--- config.mk ---
export PLATFORM = sky130hd
export DESIGN_NAME = hex_scan_sched
export DESIGN_NICKNAME = d
export VERILOG_FILES = /design/src/rtl/hex_scan_sched.sv
export SDC_FILE = /design/constraint.sdc
export NUM_CORES = 1
export LEC_CHECK = 0
export CAP_MARGIN = 10
export CORE_MARGIN = 2
export CORE_UTILIZATION = 45
export CTS_BUF_LIST = sky130_fd_sc_hd__clkbuf_16
export CTS_CLUSTER_SIZE = 24
export DETAILED_ROUTE_END_ITERATION = 10
export PLACE_DENSITY = 0.65
export RECOVER_POWER = 25
export SYNTH_ARGS = -nofsm -noshare
export SYNTH_HDL_FRONTEND = slang
export SYNTH_SLANG_ARGS = --single-unit
--- constraint.sdc ---
create_clock -name clk_i -period 4.3 [get_ports clk_i]
set_input_delay 0.645 -clock clk_i [delete_from_list [all_inputs] [get_ports clk_i]]
set_output_delay 0.645 -clock clk_i [all_outputs]
set_load 0.02 [all_outputs]
--- src/rtl/hex_scan_sched.sv ---
// Time-multiplexed scan scheduler for a multi-digit 7-segment display sharing one hex decoder.
// Each slot is BLANK dark cycles followed by lit cycles; data is snapshotted once per frame.
module hex_scan_sched #(
  parameter int DIGITS   = 4,
  parameter int PRESCALE = 50000,
  parameter int BLANK    = 16
) (
  input  logic                  clk_i,
  input  logic                  rstn_i,
  input  logic [4*DIGITS-1:0]   data_i,
  input  logic [DIGITS-1:0]     dot_i,
  input  logic [DIGITS-1:0]     en_mask_i,
  input  logic                  lz_i,
  output logic [3:0]            nibble_o,
  output logic                  dp_o,
  output logic [DIGITS-1:0]     hex_on_o,
  output logic                  frame_o
);

  localparam int IDX_W = (DIGITS > 1) ? $clog2(DIGITS) : 1;
  localparam int CNT_W = $clog2(PRESCALE + 1);

  localparam logic [1:0] S_IDLE  = 2'd0;
  localparam logic [1:0] S_BLANK = 2'd1;
  localparam logic [1:0] S_SHOW  = 2'd2;

  // With no dead time a slot begins directly in SHOW.
  localparam logic [1:0]       S_SLOT_START   = (BLANK == 0) ? S_SHOW : S_BLANK;
  localparam logic [CNT_W-1:0] CNT_LAST       = CNT_W'(PRESCALE - 1);
  localparam logic [CNT_W-1:0] CNT_BLANK_LAST = CNT_W'(BLANK - 1);

  logic [1:0]          state;
  logic [CNT_W-1:0]    cnt;
  logic [IDX_W-1:0]    idx;
  logic [4*DIGITS-1:0] snap_data;
  logic [DIGITS-1:0]   snap_dot;
  logic                snap_lz;
  logic                frame_q;

  function automatic logic [IDX_W-1:0] lowest_bit(input logic [DIGITS-1:0] m);
    logic [IDX_W-1:0] r;
    r = '0;
    for (int k = DIGITS - 1; k >= 0; k--) begin
      if (m[k]) r = IDX_W'(k);
    end
    return r;
  endfunction

  // Returns {found, index} of the first set bit strictly above cur.
  function automatic logic [IDX_W:0] next_above(input logic [DIGITS-1:0] m,
                                                 input logic [IDX_W-1:0]  cur);
    logic             found;
    logic [IDX_W-1:0] r;
    found = 1'b0;
    r     = '0;
    for (int k = 0; k < DIGITS; k++) begin
      if (!found && m[k] && (k > int'(cur))) begin
        found = 1'b1;
        r     = IDX_W'(k);
      end
    end
    return {found, r};
  endfunction

  logic [IDX_W:0] nxt;
  assign nxt = next_above(en_mask_i, idx);

  always_ff @(posedge clk_i or posedge rstn_i) begin
    if (rstn_i) begin
      state     <= S_IDLE;
      cnt       <= '0;
      idx       <= '0;
      snap_data <= '0;
      snap_dot  <= '0;
      snap_lz   <= 1'b0;
      frame_q   <= 1'b0;
    end else begin
      frame_q <= 1'b0;
      case (state)
        S_IDLE: begin
          if (|en_mask_i) begin
            state     <= S_SLOT_START;
            idx       <= lowest_bit(en_mask_i);
            cnt       <= '0;
            snap_data <= data_i;
            snap_dot  <= dot_i;
            snap_lz   <= lz_i;
          end
        end
        S_BLANK: begin
          cnt <= cnt + CNT_W'(1);
          if (cnt == CNT_BLANK_LAST) state <= S_SHOW;
        end
        S_SHOW: begin
          if (cnt == CNT_LAST) begin
            cnt <= '0;
            if (en_mask_i == '0) begin
              state <= S_IDLE;
            end else begin
              state <= S_SLOT_START;
              if (nxt[IDX_W]) begin
                idx <= nxt[IDX_W-1:0];
              end else begin
                // Frame wrap: restart at the lowest enabled digit with fresh data.
                idx       <= lowest_bit(en_mask_i);
                frame_q   <= 1'b1;
                snap_data <= data_i;
                snap_dot  <= dot_i;
                snap_lz   <= lz_i;
              end
            end
          end else begin
            cnt <= cnt + CNT_W'(1);
          end
        end
        default: state <= S_IDLE;
      endcase
    end
  end

  logic [DIGITS-1:0] sup;
  logic [3:0]        cur_nib;
  logic              cur_dot;
  logic              cur_sup;
  logic              zero_run;
  logic              lit;

  // A digit is suppressed when it and every digit above it hold zero; digit 0 always shows.
  always_comb begin
    sup      = '0;
    zero_run = snap_lz;
    for (int k = DIGITS - 1; k >= 0; k--) begin
      zero_run = zero_run && (snap_data[4*k +: 4] == 4'h0);
      if (k > 0) sup[k] = zero_run;
    end
    cur_nib = '0;
    cur_dot = 1'b0;
    cur_sup = 1'b0;
    for (int k = 0; k < DIGITS; k++) begin
      if (idx == IDX_W'(k)) begin
        cur_nib = snap_data[4*k +: 4];
        cur_dot = snap_dot[k];
        cur_sup = sup[k];
      end
    end
  end

  assign lit      = (state == S_SHOW) && !cur_sup;
  assign hex_on_o = lit ? (DIGITS'(1) << idx) : '0;
  assign nibble_o = lit ? cur_nib : 4'h0;
  assign dp_o     = lit ? cur_dot : 1'b0;
  assign frame_o  = frame_q;

endmodule

==> metrics.txt <==
ys async rst share=100%; synthesis warning total=0; CTS resizes=0; path type of the worst min-delay path=reg -> reg; crit-path leading delay family=buffers and inverters; Setup Buffers After CTS=0; commonest cells after routing, fill and taps aside=42 x dfrtp_1, 35 x clkdlybuf4s50_1, 24 x nand2_1; CTS tree=yes; commonest non-fill, non-tap cell in the layout=dfrtp_1; Rows=26; Yosys cell types=45; CTS Root Cell=clkbuf_16; mux contribution to synthesized area=18.5%; Avg Cell Area, Syn=10.9 um2; IR drop worst, VDD=0.000288 V; initial DRC count=182; global-route wire length before repair=9.17 mm; Setup TNS=0 ns; CP startpoint kind=flip-flop; crit-path most repeated cell=inv_1; Syn Nets=254; most used flip-flop cell after synthesis=dfrtp_1; critical path class=reg -> out; post-synthesis adder-cell area fraction=2.58%; CTS max path bufs=2; DR vias=1850; die area=5990 um2; P per Cell Area=513 nW/um2; post-synthesis xor/xnor area fraction=2.17%; CTS buffer count=5; clk sink count=42; hold_buf cts=0; synthesized instance count=222; Reg clk slew, reported paths=0.06 ns; complex-gate fraction of the synthesized area=9.45%; core box area=5140 um2; worst-path cell chain=inv_1 -> ha_1 -> inv_1 -> a31o_2 -> nor3b_1 -> clkdlybuf4s50_1; fin crit period=3.02 ns; Fin. Hold Viols=0; met2 Track Usage GR=28.9%; register bit total from synthesis=42; max_cap viols=1; die height=77.4 um; status=finished with violations; port bufs=36; simple-gate share of the synthesized area=20.7%; most used routing layer=met2; CP arrival=2.38 ns; area delta synth->final=23.1%; Die Width=77.4 um; WL per Instance=15.8 um; P_leak=1.25 nW; grt ovf=0; RSZ-0062 raised after global routing=false; gpl congestion=0.876; H-Tree Level Count=2; hpwl dp=3.66 mm; initial antenna violation count=0; Worst Path Required=3.65 ns; share of layout cells above drive strength 1=16.0%; fin nets=293; number of synthesized flops with an enable pin=0; CP peak stage delay=0.63 ns; fmax=331 MHz; Final Skew=0.00406 ns; failing checks=max-capacitance violations, max-slew violations; 1st-pass router iterations=4; Via density=5.57; headroom to the max-slew limit=-51.6%; I/O pin count=37; Antenna Violating Nets Remaining=0; post-layout util=58.1%; Buf/Inv on CP=3; vias in the first global route=1821; final slew viol count=43; WL final=5.25 mm; Crit Path Max Fanout=9; slowest CP cell=clkdlybuf4s50_1; Worst setup EP type=output port; DRC errors left=0; Worst Tran Pin Value=2.27 ns; Cell Area, Synth=2420 um2; sequential share of the synthesized area=43.4%; Final period util=70.2%; Initial Util=47.2%; Clk Latency, worst-skew pair=0.28 ns; met1 Track Usage GR=27.9%; largest family of logic cells by synthesized area=simple AND/OR/NAND/NOR gates; grt met3 use=4.19%; final setup fails=0; Inserted Diodes=0; GR Util All Layers=19.3%; largest net degree at the start of global routing=43
[through the flow]
step	hold slack, ns	area (um2)	setup WS, ns	cells	total power [mW]
5_1_grt	0.528	2980	0.837	332	1.62
3_3_place_gp	0.494	2850	1.58	324	1.17
3_5_place_dp	0.496	2850	1.55	324	1.18
4_1_cts	0.516	2990	1.24	332	1.54
6_report	0.513	2980	1.28	332	1.53
2_1_floorplan	0.476	2420	2.00	222	1.06
[state kept, by name (all words and copies together), names as in the netlist]
signal,flops
cnt,16
frame_o,1
idx,2
snap_data,16
snap_dot,4
snap_lz,1
state,2
[cell usage after synthesis (all sizes together), types with 3 or more instances]
cell    instances  share of area (%)
dfrtp          42                 43
nand2          24                3.7
mux2           22                 13
nor2           18                2.8
o21ai          12                2.5
nand3          11                2.3
inv             9                1.4
nor3            8                1.7
nor2b           6                1.5
a21oi           5                1.0
buf             5                1.5
ha              5                2.6
mux4            5                4.6
nor4            5                2.2
xor2            5                1.8
nand4           4                1.0
o311ai          4                1.4
and3            3               0.77
and4            3                1.2
nand2b          3               0.77
[cell type report]
type,instances,area [um2]
Fill cell,477,2160
Multi-Input combinational cell,164,1290
Sequential cell,42,1050
Timing Repair Buffer,39,379
Clock buffer,5,125
Tap cell,70,87.6
Inverter,9,33.8
Clock inverter,3,12.5
[final timing paths]
kind,startpoint,end,slack (ns),cells after the start
setup / recovery,state[0],hex_on_o[1],1.28,6
hold / removal,snap_data[0],snap_data[0],0.51,1
setup reg to reg,cnt[0],snap_data[14],1.99,7
hold reg to reg,snap_data[0],snap_data[0],0.51,1
max in group asynchronous,rstn_i,idx[1],1.36,3
min in group asynchronous,rstn_i,snap_data[2],1.65,3
[per-layer routing]
metal  wire, um  vias up
li1           -      894
met1       2560      906
met2       2410       45
met3        211        5
met4         69        0
met5          0        -
[power breakdown]
group          internal [mW]  switching [mW]  leakage, nW
clock network          0.210           0.148       0.0724
logic                  0.328           0.205        0.642
registers              0.515           0.125        0.533
[worst register-to-register path, stage by stage (launching register included)]
cell     delay, ns
dfrtp_1       0.40
ha_1          0.22
and4b_1       0.26
and4_4        0.27
mux2i_2       0.10
nor3b_4       0.17
buf_4         0.37
mux2_2        0.40
[cell families after synthesis]
| family | Yosys count |
|---|---|
| buffers and inverters | 16 |
| multiplexers | 28 |
| AO/OA/AOI/OAI | 34 |
| adder cells (fa/ha/maj) | 5 |
| AND/OR/NAND/NOR | 91 |
| XOR/XNOR | 6 |
| flip-flops | 42 |
No activity file was read; power rests on OpenSTA's default activity.
